File: src/rtl/punc_datapath_p.sv
// Datapath for a small LC-3-style machine: PC, IR, condition codes and a
// register file, driven by a one-command-at-a-time handshake and a simple memory port.
module punc_datapath_p #(
    parameter int unsigned      WIDTH    = 16,
    parameter int unsigned      NREGS    = 8,
    parameter logic [WIDTH-1:0] RESET_PC = '0,
    localparam int unsigned     RA_W     = $clog2(NREGS)
) (
    input  logic             clk,
    input  logic             rst,
    input  logic             cmd_valid,
    output logic             cmd_ready,
    input  logic [2:0]       cmd_op,
    input  logic [RA_W-1:0]  cmd_rd,
    input  logic [RA_W-1:0]  cmd_sa,
    input  logic [RA_W-1:0]  cmd_sb,
    input  logic [1:0]       cmd_fn,
    input  logic             cmd_imm,
    input  logic             cmd_base,
    input  logic             cmd_link,
    output logic             cmd_done,
    output logic             cmd_err,
    output logic [WIDTH-1:0] ir,
    output logic [2:0]       nzp,
    output logic             mem_req,
    output logic             mem_we,
    output logic [WIDTH-1:0] mem_addr,
    output logic [WIDTH-1:0] mem_wdata,
    input  logic             mem_ack,
    input  logic [WIDTH-1:0] mem_rdata,
    input  logic [RA_W-1:0]  rf_debug_addr,
    output logic [WIDTH-1:0] rf_debug_data,
    output logic [WIDTH-1:0] pc_debug_data
);

    localparam logic [2:0] OP_FETCH  = 3'd0;
    localparam logic [2:0] OP_ALU    = 3'd1;
    localparam logic [2:0] OP_LOAD   = 3'd2;
    localparam logic [2:0] OP_STORE  = 3'd3;
    localparam logic [2:0] OP_BRANCH = 3'd4;
    localparam logic [2:0] OP_JUMP   = 3'd5;
    localparam logic [2:0] OP_LEA    = 3'd6;

    localparam logic [1:0] FN_ADD = 2'd0;
    localparam logic [1:0] FN_AND = 2'd1;
    localparam logic [1:0] FN_NOT = 2'd2;

    localparam logic [RA_W-1:0] LINK_REG = RA_W'(7);

    typedef enum logic [1:0] {S_IDLE, S_MEM, S_DONE} state_t;

    state_t            state_q, state_d;
    logic [WIDTH-1:0]  pc_q, pc_d;
    logic [WIDTH-1:0]  ir_q, ir_d;
    logic [2:0]        nzp_q, nzp_d;
    logic [WIDTH-1:0]  rf_q [NREGS];
    logic [WIDTH-1:0]  rf_d [NREGS];
    logic              mem_req_q, mem_req_d;
    logic              mem_we_q, mem_we_d;
    logic [WIDTH-1:0]  mem_addr_q, mem_addr_d;
    logic [WIDTH-1:0]  mem_wdata_q, mem_wdata_d;
    logic [2:0]        mem_op_q, mem_op_d;
    logic [RA_W-1:0]   mem_rd_q, mem_rd_d;
    logic              cmd_done_q, cmd_done_d;
    logic              cmd_err_q, cmd_err_d;

    logic              rf_we;
    logic [RA_W-1:0]   rf_wa;
    logic [WIDTH-1:0]  rf_wd;
    logic [WIDTH-1:0]  rf_a, rf_b, alu_b, alu_res, ls_addr;
    logic [WIDTH-1:0]  imm5, off6, off9, off11;
    logic              br_taken;

    function automatic logic [2:0] nzp_of(input logic [WIDTH-1:0] v);
        if (v[WIDTH-1])   return 3'b100;
        else if (v == '0) return 3'b010;
        else              return 3'b001;
    endfunction

    // Sign-extended IR fields
    assign imm5  = {{(WIDTH-5){ir_q[4]}},   ir_q[4:0]};
    assign off6  = {{(WIDTH-6){ir_q[5]}},   ir_q[5:0]};
    assign off9  = {{(WIDTH-9){ir_q[8]}},   ir_q[8:0]};
    assign off11 = {{(WIDTH-11){ir_q[10]}}, ir_q[10:0]};

    // Operand fetch and ALU
    always_comb begin
        rf_a  = rf_q[cmd_sa];
        rf_b  = rf_q[cmd_sb];
        alu_b = cmd_imm ? imm5 : rf_b;
        case (cmd_fn)
            FN_ADD:  alu_res = rf_a + alu_b;
            FN_AND:  alu_res = rf_a & alu_b;
            FN_NOT:  alu_res = ~rf_a;
            default: alu_res = rf_a;
        endcase
        ls_addr  = cmd_base ? (rf_a + off6) : (pc_q + off9);
        br_taken = |(ir_q[11:9] & nzp_q);
    end

    // Next-state and datapath updates
    always_comb begin
        state_d     = state_q;
        pc_d        = pc_q;
        ir_d        = ir_q;
        nzp_d       = nzp_q;
        mem_req_d   = mem_req_q;
        mem_we_d    = mem_we_q;
        mem_addr_d  = mem_addr_q;
        mem_wdata_d = mem_wdata_q;
        mem_op_d    = mem_op_q;
        mem_rd_d    = mem_rd_q;
        cmd_done_d  = 1'b0;
        cmd_err_d   = 1'b0;
        rf_we       = 1'b0;
        rf_wa       = cmd_rd;
        rf_wd       = alu_res;

        case (state_q)
            S_IDLE: begin
                if (cmd_valid) begin
                    mem_op_d   = cmd_op;
                    mem_rd_d   = cmd_rd;
                    state_d    = S_DONE;
                    cmd_done_d = 1'b1;
                    case (cmd_op)
                        OP_FETCH: begin
                            state_d    = S_MEM;
                            cmd_done_d = 1'b0;
                            mem_req_d  = 1'b1;
                            mem_we_d   = 1'b0;
                            mem_addr_d = pc_q;
                        end
                        OP_LOAD: begin
                            state_d    = S_MEM;
                            cmd_done_d = 1'b0;
                            mem_req_d  = 1'b1;
                            mem_we_d   = 1'b0;
                            mem_addr_d = ls_addr;
                        end
                        OP_STORE: begin
                            state_d     = S_MEM;
                            cmd_done_d  = 1'b0;
                            mem_req_d   = 1'b1;
                            mem_we_d    = 1'b1;
                            mem_addr_d  = ls_addr;
                            mem_wdata_d = rf_b;
                        end
                        OP_ALU: begin
                            rf_we = 1'b1;
                            rf_wd = alu_res;
                            nzp_d = nzp_of(alu_res);
                        end
                        OP_BRANCH: begin
                            if (br_taken) pc_d = pc_q + off9;
                        end
                        OP_JUMP: begin
                            // Target uses rf_a read before the link write lands
                            pc_d = cmd_base ? rf_a : (pc_q + off11);
                            if (cmd_link) begin
                                rf_we = 1'b1;
                                rf_wa = LINK_REG;
                                rf_wd = pc_q;
                            end
                        end
                        OP_LEA: begin
                            rf_we = 1'b1;
                            rf_wd = pc_q + off9;
                        end
                        default: cmd_err_d = 1'b1;
                    endcase
                end
            end
            S_MEM: begin
                if (mem_ack) begin
                    mem_req_d  = 1'b0;
                    mem_we_d   = 1'b0;
                    state_d    = S_DONE;
                    cmd_done_d = 1'b1;
                    if (mem_op_q == OP_FETCH) begin
                        ir_d = mem_rdata;
                        pc_d = pc_q + WIDTH'(1);
                    end else if (mem_op_q == OP_LOAD) begin
                        rf_we = 1'b1;
                        rf_wa = mem_rd_q;
                        rf_wd = mem_rdata;
                        nzp_d = nzp_of(mem_rdata);
                    end
                end
            end
            default: state_d = S_IDLE;
        endcase

        rf_d = rf_q;
        if (rf_we) rf_d[rf_wa] = rf_wd;
    end

    always_ff @(posedge clk or negedge rst) begin
        if (!rst) begin
            state_q     <= S_IDLE;
            pc_q        <= RESET_PC;
            ir_q        <= '0;
            nzp_q       <= 3'b010;
            rf_q        <= '{default: '0};
            mem_req_q   <= 1'b0;
            mem_we_q    <= 1'b0;
            mem_addr_q  <= '0;
            mem_wdata_q <= '0;
            mem_op_q    <= '0;
            mem_rd_q    <= '0;
            cmd_done_q  <= 1'b0;
            cmd_err_q   <= 1'b0;
        end else begin
            state_q     <= state_d;
            pc_q        <= pc_d;
            ir_q        <= ir_d;
            nzp_q       <= nzp_d;
            rf_q        <= rf_d;
            mem_req_q   <= mem_req_d;
            mem_we_q    <= mem_we_d;
            mem_addr_q  <= mem_addr_d;
            mem_wdata_q <= mem_wdata_d;
            mem_op_q    <= mem_op_d;
            mem_rd_q    <= mem_rd_d;
            cmd_done_q  <= cmd_done_d;
            cmd_err_q   <= cmd_err_d;
        end
    end

    // Ready is held low while reset is asserted even though the FSM sits in IDLE
    assign cmd_ready     = (state_q == S_IDLE) && rst;
    assign cmd_done      = cmd_done_q;
    assign cmd_err       = cmd_err_q;
    assign ir            = ir_q;
    assign nzp           = nzp_q;
    assign mem_req       = mem_req_q;
    assign mem_we        = mem_we_q;
    assign mem_addr      = mem_addr_q;
    assign mem_wdata     = mem_wdata_q;
    assign rf_debug_data = rf_q[rf_debug_addr];
    assign pc_debug_data = pc_q;

endmodule

File: config.mk
export PLATFORM = sky130hd
export DESIGN_NAME = punc_datapath_p
export DESIGN_NICKNAME = d
export VERILOG_FILES = /design/src/rtl/punc_datapath_p.sv
export SDC_FILE = /design/constraint.sdc
export NUM_CORES = 1
export LEC_CHECK = 0
export BUFFER_PORTS_ARGS = -buffer_cell sky130_fd_sc_hd__buf_2
export CORE_ASPECT_RATIO = 0.8
export CORE_UTILIZATION = 40
export DETAILED_ROUTE_END_ITERATION = 8
export SLEW_MARGIN = 30
export SYNTH_ARGS = -nofsm -noshare
export SYNTH_HDL_FRONTEND = slang
export SYNTH_SLANG_ARGS = --single-unit
export TNS_END_PERCENT = 30
File: constraint.sdc
create_clock -name clk -period 4.1 [get_ports clk]
set_input_delay 0.41 -clock clk [delete_from_list [all_inputs] [get_ports clk]]
set_output_delay 0.41 -clock clk [all_outputs]
set_load 0.1 [all_outputs]
==> results of run 1 <==
[final timing paths]
kind                                    end  slack (ns)
worst max-delay path                 nzp[1]       -0.03
worst min-delay path             state_q[0]        0.13
worst max register to register       nzp[1]       -0.03
worst min register to register  mem_addr[1]        0.47
max in group asynchronous       mem_addr[9]        2.41
min in group asynchronous          rf_q[80]        0.44
[placed cells by master, fill, tap and decap left out, drive strengths merged, types with 13 or more instances in the layout]
cell,count
buf,312
dfrtp,206
nand2,151
o21ai,145
a21oi,130
nor2,116
mux2,106
mux4,87
ha,53
mux2i,52
inv,42
xnor2,37
nand3,35
clkbuf,35
a21o,19
nor3,18
a211oi,18
a221oi,17
and3,16
nor2b,15
o22ai,15
a31oi,13
a22oi,13
[registers in the layout (all words and copies together) (netlist names)]
name and cells:
ir 16, cmd_done 1, mem_addr 16, mem_req 1
pc_debug_data 16, nzp 3, rf_q 128, mem_rd_q 3
mem_we 1, state_q 2, cmd_err 1, mem_wdata 16
mem_op_q 3
[final cells by class]
class,instances,area (um^2),share of cell area (%)
multi-input combinational,1245,9978,53.00
sequential,207,5181,27.52
timing repair buffer,314,2096,11.13
clock buffer,34,699.4,3.715
tap,495,619.3,3.290
inverter,43,161.4,0.8573
clock inverter,10,88.84,0.4719
antenna,1,2.502,0.01329
[synthesized netlist by cell type (all sizes together), types with 41 or more instances]
cell | number | area share, %
dfrtp | 206 | 33
mux2i | 52 | 3.3
o21ai | 145 | 4.6
inv | 41 | 0.98
mux4 | 87 | 13
nand2 | 151 | 3.6
mux2 | 106 | 7.6
nor2 | 116 | 2.8
ha | 53 | 4.2
a21oi | 130 | 4.2
clkbuf | 64 | 1.5
buf | 43 | 1.7
[power by group through the flow]
stage	Clock (mW)	Sequential, mW	Combinational [mW]
floorplan	0	5.68	5.34
global placement	0	3.77	10.1
detailed placement	0	3.81	10.2
CTS	2.22	3.79	10.3
global route	2.30	3.93	11.1
finish	2.18	3.81	10.4
[metal layers]
layer | vias to the layer above | track usage [%] | wire length, um
li1 | 6514 | - | -
met2 | 615 | 40.68 | 23640
met5 | - | 0 | 0
met1 | 7076 | 39.41 | 24500
met4 | 0 | 8.676 | 1519
met3 | 88 | 5.195 | 4808
[metrics by stage]
stage          worst slack [ns]  utilization [%]  cell area, um^2
4_1_cts                0.008877            48.63            18690
5_1_grt                 -0.1492            48.98            18830
2_1_floorplan           0.02375                -            15730
3_5_place_dp            -0.2958            46.53            17880
6_report               -0.02698            48.98            18830
3_3_place_gp            -0.2357            46.53            17880
[repair_timing]
item / in CTS / in global routing
endpoints found under the setup margin: 6 / 44
gates cloned: 0 / 0
endpoints found under the hold margin: 81 / 0
buffers inserted: 0 / 3
pin swaps: 1 / 17
hold buffers: 1 / 0
gates resized for setup: 2 / 21
[logic make-up (layout without fill, tap and decap cells)]
| kind of cell | count (synthesis) | count (layout) | synth area share, % |
|---|---|---|---|
| AOI/OAI and AO/OA | 471 | 471 | 19.35 |
| xor gates and xnor gates | 49 | 49 | 2.736 |
| adders and majority gates | 56 | 56 | 4.611 |
| buffers and inverters | 150 | 401 | 4.228 |
| DFF | 207 | 207 | 33.04 |
| muxes | 245 | 245 | 23.49 |
| other | 0 | 1 | 0 |
| and+or+nand+nor | 424 | 424 | 12.55 |
==> impl_metrics.tcl, run 1 <==
set metrics [dict create \
    cp_num_buf_inv 1 \
    power_density_mw_per_mm2 872.7 \
    rows 64 \
    cts_buffers 24 \
    p_comb_share_pct 63.5 \
    synthesis.area_mm2 0.01568 \
    fin_nets 1931 \
    grt_use_total_pct 27.16 \
    cp_cell_sequence "mux4_2 > mux2_4 > mux2_4 > ha_4 > fa_2 > a211oi_2 > o211ai_1 > and3b_1 > o311ai_4 > o221ai_1 > nor4_1 > buf_4 > nand4_1 > nor3b_2 > o22a_1" \
    die_h_um 179.1 \
    viasPerCell 6.085 \
    cts_tree "done" \
    clockRootBuffer "clkbuf_16" \
    finalHoldViolations 0 \
    hpwl_mm 40.37 \
    synth_ff_type "dfrtp_1" \
    min_path_type "in2reg" \
    fmax_ghz 0.2423 \
    power_frac_seq_pct 23.2 \
    final.period_utilization_pct 100.7 \
    pwr-share-clk_pct 13.3 \
    setup_tns_ns -0.02698 \
    p_leak_nw 8.503 \
    fin_hold_ws_ns 0.1320 \
    initial_utilization_pct 40.80 \
    nFillCells 3592 \
    antenna_found_initial 2 \
    path_max_fanout 3 \
    detail-route-antenna-nets 0 \
    portBuffers 127 \
    io_pins 128 \
    max-vdd-ir-drop_uv 496.6 \
    min_from "mem_ack" \
    r2r_start "rf_q[80]" \
    timing.final.crit_period_ns 4.127 \
    maxCapViolCount 0 \
    critPathLaunchType "register" \
    path_clk_slew_ns 0.06 \
    crit_type "reg2reg" \
    synth_edf_count 0 \
    drc 0 \
    routed_wl_mm 54.47 \
    grt_setup_unrepaired "true" \
    avgSynthCellArea_um2 9.790 \
    worst-r2r-cell-count 15 \
    slew_violations 0 \
    drt_iter0_drc 1396 \
    syn_nets 1698 \
    synth-seq-cells 207 \
    cpLargestDelayFamily "multiplexers" \
    htree_levels 1 \
    die_area_mm2 0.04001 \
    clk_latency_ns 0.55 \
    critPathRequiredTime_ns 4.59 \
    drive_gt1_share_pct 31.52 \
    whs_path_depth 2 \
    dp.cells 2299 \
    layout_setup_ws_ns -0.02698 \
    async_flop_share_pct 100.0 \
    drt_first_pass_iters 5 \
    power_mw 16.43 \
    cp_slowest_stage_delay_ns 0.47 \
    worstMarginPinSlew_ns 0.8793 \
    ys_warn_count 0 \
    overflow 0 \
    cp-startpoint "rf_q[80]" \
    wire_per_inst_um 23.19 \
    crit_path_end_kind "register" \
    p_int_mw 7.870 \
    slew_headroom_pct 41.38 \
    critical_path_arrival_ns 4.62 \
    cts_buffer_depth 3 \
    num_vias 14290 \
    violations "negative setup slack" \
    syn_to_final_growth_pct 20.04 \
    cts_num_sinks 207 \
    path_depth 15 \
    switching_share_pct 52.10 \
    setup_viol 1 \
    slowest_stage "mux4_2" \
    grt_pass1_vias 13590 \
    dieWidth_um 223.4 \
    path_common_cell "mux2_4" \
    clock_skew_ns 0.01129 \
    synthCells 1602 \
    final_cells 2349 \
    synth.distinct_cells 91 \
    seq_area_frac_synth_pct 33.04 \
    switchingPower_mw 8.560 \
    grt_pass1_wl_mm 82.68 \
    outcome "finished, violations left" \
    gp_congestion 1.000 \
    core_mm2 0.03844 \
    grt_max_degree 126 \
]
Note: power is estimated with default switching activity, not from simulation.
==> inputs of run 2 (changes only) <==
--- a/config.mk
+++ b/config.mk
@@ -7,6 +7,7 @@
 export LEC_CHECK = 0
 export BUFFER_PORTS_ARGS = -buffer_cell sky130_fd_sc_hd__buf_2
 export CORE_ASPECT_RATIO = 0.8
+export CORE_MARGIN = 10
 export CORE_UTILIZATION = 40
 export DETAILED_ROUTE_END_ITERATION = 8
 export SLEW_MARGIN = 30
==> constraint.sdc (replaced) <==
create_clock -name clk -period 4.65 [get_ports clk]
set_input_delay 0.465 -clock clk [delete_from_list [all_inputs] [get_ports clk]]
set_output_delay 0.465 -clock clk [all_outputs]
set_load 0.1 [all_outputs]
==> run 2 against run 1 <==
Compared with the run above: the flow now finishes without violations; die area grew 19%; via count shrank 3.0%; wire length is essentially flat; global-route usage shrank 4.7 points; clock power shrank 11%; core utilization shrank 2.3 points; final cell count shrank 3.3%; sequential share of layout area grew 1.3 points; total power shrank 15%; critical path type unchanged; combinational power shrank 18%; critical path depth shrank 1.
==> impl_metrics.tcl, run 2 (synthesis gave the netlist of run 1 again) <==
set metrics [dict create \
    nFillCells 3655 \
    overflow 0 \
    drive_gt1_share_pct 26.33 \
    pwr-share-clk_pct 14.0 \
    path_max_fanout 8 \
    die_h_um 197.1 \
    cpLargestDelayFamily "multiplexers" \
    worst-r2r-cell-count 14 \
    critical_path_arrival_ns 4.85 \
    final_common_cell "dfrtp_1" \
    cts_num_sinks 207 \
    worstMarginPinSlew_ns 0.9348 \
    switching_share_pct 53.09 \
    antenna_found_initial 2 \
    whs_path_depth 2 \
    drt_iter0_drc 1431 \
    power_density_mw_per_mm2 772.7 \
    path_depth 14 \
    crit_type "reg2reg" \
    finalHoldViolations 0 \
    grt_max_degree 112 \
    layout_setup_ws_ns 0.2181 \
    critPathRequiredTime_ns 5.07 \
    dieWidth_um 241.4 \
    routed_wl_mm 54.43 \
    p_comb_share_pct 61.2 \
    viasPerCell 6.105 \
    io_pins 128 \
    grt_use_total_pct 22.50 \
    syn_to_final_growth_pct 14.60 \
    regArea_mm2 0.005181 \
    top_usage_layer "met2" \
    path_clk_slew_ns 0.06 \
    setup_viol 0 \
    switchingPower_mw 7.374 \
    mostFrequentLayoutCells "dfrtp_1, nand2_1, o21ai_0" \
    drc 0 \
    cts_buffer_depth 3 \
    slew_headroom_pct 37.68 \
    cp_cell_sequence "mux4_2 > mux2_2 > mux2_2 > ha_1 > fa_1 > a21o_1 > a221oi_1 > a221oi_1 > mux2i_1 > a311oi_2 > o21ai_1 > nand2_1 > o221ai_2 > mux2_2" \
    slew_violations 0 \
    core_mm2 0.03852 \
    wire_per_inst_um 23.96 \
    drt_first_pass_iters 6 \
    fin_nets 1822 \
    slowest_stage "fa_1" \
    cp_slowest_stage_delay_ns 0.51 \
    whs_endpoint "state_q[0]" \
    clockRootBuffer "clkbuf_16" \
    hpwl_mm 40.51 \
    max-vdd-ir-drop_uv 434.6 \
    grt_pass1_vias 13400 \
    timing.final.crit_period_ns 4.432 \
    cts_tree "done" \
    rrSetupSlack_ns 0.22 \
    num_vias 13870 \
    stdcell_area_mm2 0.01797 \
    die_area_mm2 0.04758 \
    min_path_type "in2reg" \
    maxCapViolCount 0 \
    final.period_utilization_pct 95.31 \
    min_from "mem_ack" \
    crit_path_end_kind "register" \
    r2r_start "rf_q[0]" \
    rows 64 \
    critPathLaunchType "register" \
    cts_buffers 25 \
    gp_congestion 0.9615 \
    power_frac_seq_pct 24.8 \
    clock_skew_ns 0.02000 \
    clk_latency_ns 0.55 \
    dpl_worst_slack_ns -0.04505 \
    largest_reg_flops 128 \
    p_int_mw 6.515 \
    grt_use_met3_pct 4.532 \
    initial_utilization_pct 40.72 \
    p_leak_nw 7.965 \
    multi_input_area_mm2 0.009859 \
    grt_pass1_wl_mm 83.52 \
    portBuffers 127 \
    grt_setup_unrepaired "false" \
    htree_levels 1 \
    setup_tns_ns 0 \
    path_common_cell "mux2_2" \
    fmax_ghz 0.2256 \
    postCtsSetupBuffers 0 \
    regMostFlops "rf_q" \
    grt.met2_usage_pct 33.58 \
    detail-route-antenna-nets 0 \
    rr_endpoint "rf_q[26]" \
    cp_num_buf_inv 0 \
    outcome "completed" \
    use_met1_pct 32.53 \
    dpl_cell_area_mm2 0.01714 \
]
## run 2: changes by cell type in the layout (fill, tap and decap cells not counted), sizes merged
cell	before	now
buf	312	203
clkbuf	35	34
## run 2: metrics by stage
stage                     total power, mW  hold slack (ns)  utilization [%]  std cells
after floorplan                     9.702           0.1694                -       1602
after CTS                           13.85           0.1829            46.62       2271
after global placement              11.72           0.4550            44.47       2225
final                               13.89           0.2018            46.66       2272
after detailed placement            11.86           0.4643            44.49       2226
after global routing                14.69           0.2096            46.66       2272
## run 2: layout make-up
type	count	share of cell area, %
Clock inverter	10	0.4873
Sequential cell	207	28.83
Clock buffer	34	4.003
Inverter	43	0.8980
Timing Repair Buffer	204	7.240
Multi-Input combinational cell	1245	54.86
Tap cell	528	3.676
Antenna cell	1	0.01392
## run 2: metal layers
layer,up-vias,share of wire [%]
met2,643,44
met3,80,9.0
li1,6286,-
met5,-,0.024
met4,2,2.4
met1,6859,45
## run 2: worst max path at each step
| stage | startpoint | to | slack (ns) |
|---|---|---|---|
| 2_1_floorplan | cmd_sb[0] | rf_q[24] | 0.04 |
| 3_3_place_gp | cmd_sb[0] | rf_q[40] | 0.04 |
| 3_5_place_dp | cmd_sb[0] | nzp[1] | -0.05 |
| 4_1_cts | rf_q[0] | nzp[1] | 0.17 |
| 5_1_grt | rf_q[0] | rf_q[24] | 0.04 |
| 6_report | rf_q[0] | rf_q[26] | 0.22 |
## run 2: power by group through the flow
stage / clock network [mW] / logic [mW] / registers (mW)
floorplan: 0 / 4.69 / 5.01
global placement: 0 / 8.32 / 3.41
detailed placement: 0 / 8.41 / 3.44
CTS: 1.99 / 8.45 / 3.42
global route: 2.04 / 9.09 / 3.55
finish: 1.94 / 8.50 / 3.44
## run 2: repair_timing
item,in CTS,in global routing
endpoints found under the hold margin,3,0
setup endpoints to repair,0,9
hold buffers,1,0
resized for setup,0,2
==> inputs of run 3 (changes only) <==
==> constraint.sdc (replaced) <==
create_clock -name clk -period 3.85 [get_ports clk]
set_input_delay 0.385 -clock clk [delete_from_list [all_inputs] [get_ports clk]]
set_output_delay 0.385 -clock clk [all_outputs]
set_load 0.1 [all_outputs]
==> run 3 against run 2 <==
Compared with the run above: the run now ends with negative setup slack left; worst hold slack lost 0.11 ns; die area is the same; sequential power grew 15%; non-clock buffer count grew 190; design area grew 11%; worst setup slack lost 0.44 ns; combinational power grew 48%; critical path depth is the same; count of clock-buffer cells in the layout grew 3; total power grew 36%.
==> impl_metrics.tcl, run 3 (synthesis gave the netlist of run 1 again) <==
set metrics [dict create \
    crit_type "reg2reg" \
    rr_endpoint "nzp[1]" \
    clock_skew_ns 0.02656 \
    final.period_utilization_pct 105.8 \
    overflow 0 \
    path_max_fanout 3 \
    fmax_ghz 0.2455 \
    portBuffers 127 \
    critPathRequiredTime_ns 4.34 \
    rrSetupSlack_ns -0.22 \
    finalHoldViolations 0 \
    grt_use_total_pct 25.01 \
    stdcell_area_mm2 0.01995 \
    min_path_type "in2reg" \
    worstMarginPinSlew_ns 0.9619 \
    fin_hold_ws_ns 0.08736 \
    dpl_cell_area_mm2 0.01865 \
    grt_setup_unrepaired "true" \
    fin_nets 2012 \
    cts_tree "done" \
    cts_buffer_depth 3 \
    min_from "cmd_rd[0]" \
    power_density_mw_per_mm2 944.8 \
    switchingPower_mw 9.783 \
    regMostFlops "rf_q" \
    dpl_worst_slack_ns -0.6772 \
    hpwl_mm 45.71 \
    clk_latency_ns 0.56 \
    viasPerCell 6.077 \
    slew_headroom_pct 35.87 \
    drt_first_pass_iters 6 \
    critPathLaunchType "register" \
    p_int_mw 9.068 \
    path_clk_slew_ns 0.06 \
    largest_reg_flops 128 \
    io_pins 128 \
    timing.final.crit_period_ns 4.074 \
    antenna_found_initial 2 \
    crit_path_end_kind "register" \
    worst-r2r-cell-count 14 \
    syn_to_final_growth_pct 27.22 \
    max-vdd-ir-drop_uv 535.9 \
    dieWidth_um 241.4 \
    whs_path_depth 2 \
    num_vias 14960 \
    cp-endpoint "nzp[1]" \
    die_h_um 197.1 \
    r2r_start "rf_q[64]" \
    cts_buffers 25 \
    detail-route-antenna-nets 0 \
    violations "negative setup slack" \
    cp-startpoint "rf_q[64]" \
    grt_pass1_wl_mm 91.46 \
    routed_wl_mm 60.80 \
    wire_per_inst_um 24.69 \
    slew_violations 0 \
    power_mw 18.85 \
    htree_levels 1 \
    gp_congestion 0.9711 \
    mostFrequentLayoutCells "buf_4, dfrtp_1, nand2_1" \
    drive_gt1_share_pct 37.30 \
    layout_setup_ws_ns -0.2241 \
    final_common_cell "buf_4" \
    clockRootBuffer "clkbuf_16" \
    die_area_mm2 0.04758 \
    drc 0 \
    critical_path_arrival_ns 4.56 \
    rows 64 \
    grt_max_degree 143 \
    grt_pass1_vias 14590 \
    p_comb_share_pct 66.8 \
    switching_share_pct 51.90 \
    maxCapViolCount 0 \
    initial_utilization_pct 40.72 \
    cts_num_sinks 207 \
    power_frac_seq_pct 21.0 \
    pwr-share-clk_pct 12.2 \
    setup_viol 21 \
    p_leak_nw 9.025 \
    outcome "finished, violations left" \
    core_mm2 0.03852 \
    drt_iter0_drc 1679 \
]
==> run 3: how the worst min path moves through the flow <==
stage,to,slack [ns]
3_5_place_dp,rf_q[110],0.38
5_1_grt,mem_rd_q[0],0.08
2_1_floorplan,cmd_done,0.09
4_1_cts,mem_rd_q[0],0.07
3_3_place_gp,rf_q[46],0.38
6_report,mem_rd_q[0],0.09
==> run 3: timing repair <==
action                                  in CTS  in global routing
pin swaps                                   18                 36
gates resized for setup                     25                 78
hold endpoints to repair                    64                  0
hold buffers                                 1                  0
endpoints found under the setup margin      81                115
setup buffers                                4                  7
==> run 3: cell type report <==
type,instances,area (um^2)
well taps,528,660.6
fillers,3475,18560
repair buffers,394,2785
diodes,1,2.502
inverters,43,161.4
flip-flops and latches,207,5181
clock buffers,37,700.7
multi-input cells,1245,10400
clock inverters,7,60.06
==> run 3: routing by layer <==
metal	vias up	wire length (um)	track usage [%]
li1	6673	-	-
met1	7440	27180	36.79
met2	742	26020	36.46
met3	106	6083	5.591
met4	0	1512	5.789
met5	-	0	0
==> run 3: critical path, cell delays in order, from the launching register on <==
cell and delay, ns:
dfrtp_1 0.39, mux4_2 0.46, mux2_4 0.28, mux2_4 0.28
ha_4 0.17, fa_2 0.38, a211oi_4 0.27, o211ai_1 0.19
and3b_2 0.27, o311ai_4 0.23, o221ai_2 0.16, nor4_4 0.35
nand4_1 0.23, nor3b_2 0.20, o22a_1 0.15
==> run 3: power groups by stage <==
| stage | Combinational [mW] | Clock [mW] | Sequential (mW) |
|---|---|---|---|
| 6_report | 12.6 | 2.30 | 3.95 |
| 5_1_grt | 13.4 | 2.43 | 4.05 |
| 4_1_cts | 12.1 | 2.33 | 3.91 |
| 3_5_place_dp | 11.9 | 0 | 3.94 |
| 3_3_place_gp | 11.8 | 0 | 3.90 |
| 2_1_floorplan | 5.77 | 0 | 6.05 |
==> run 3: stage by stage <==
step	util [%]	TNS (ns)	instances
global route	51.80	-8.738	2461
floorplan	-	-0.8478	1602
CTS	50.84	-4.200	2456
detailed placement	48.41	-42.43	2407
finish	51.80	-3.499	2462
global placement	48.39	-34.79	2406
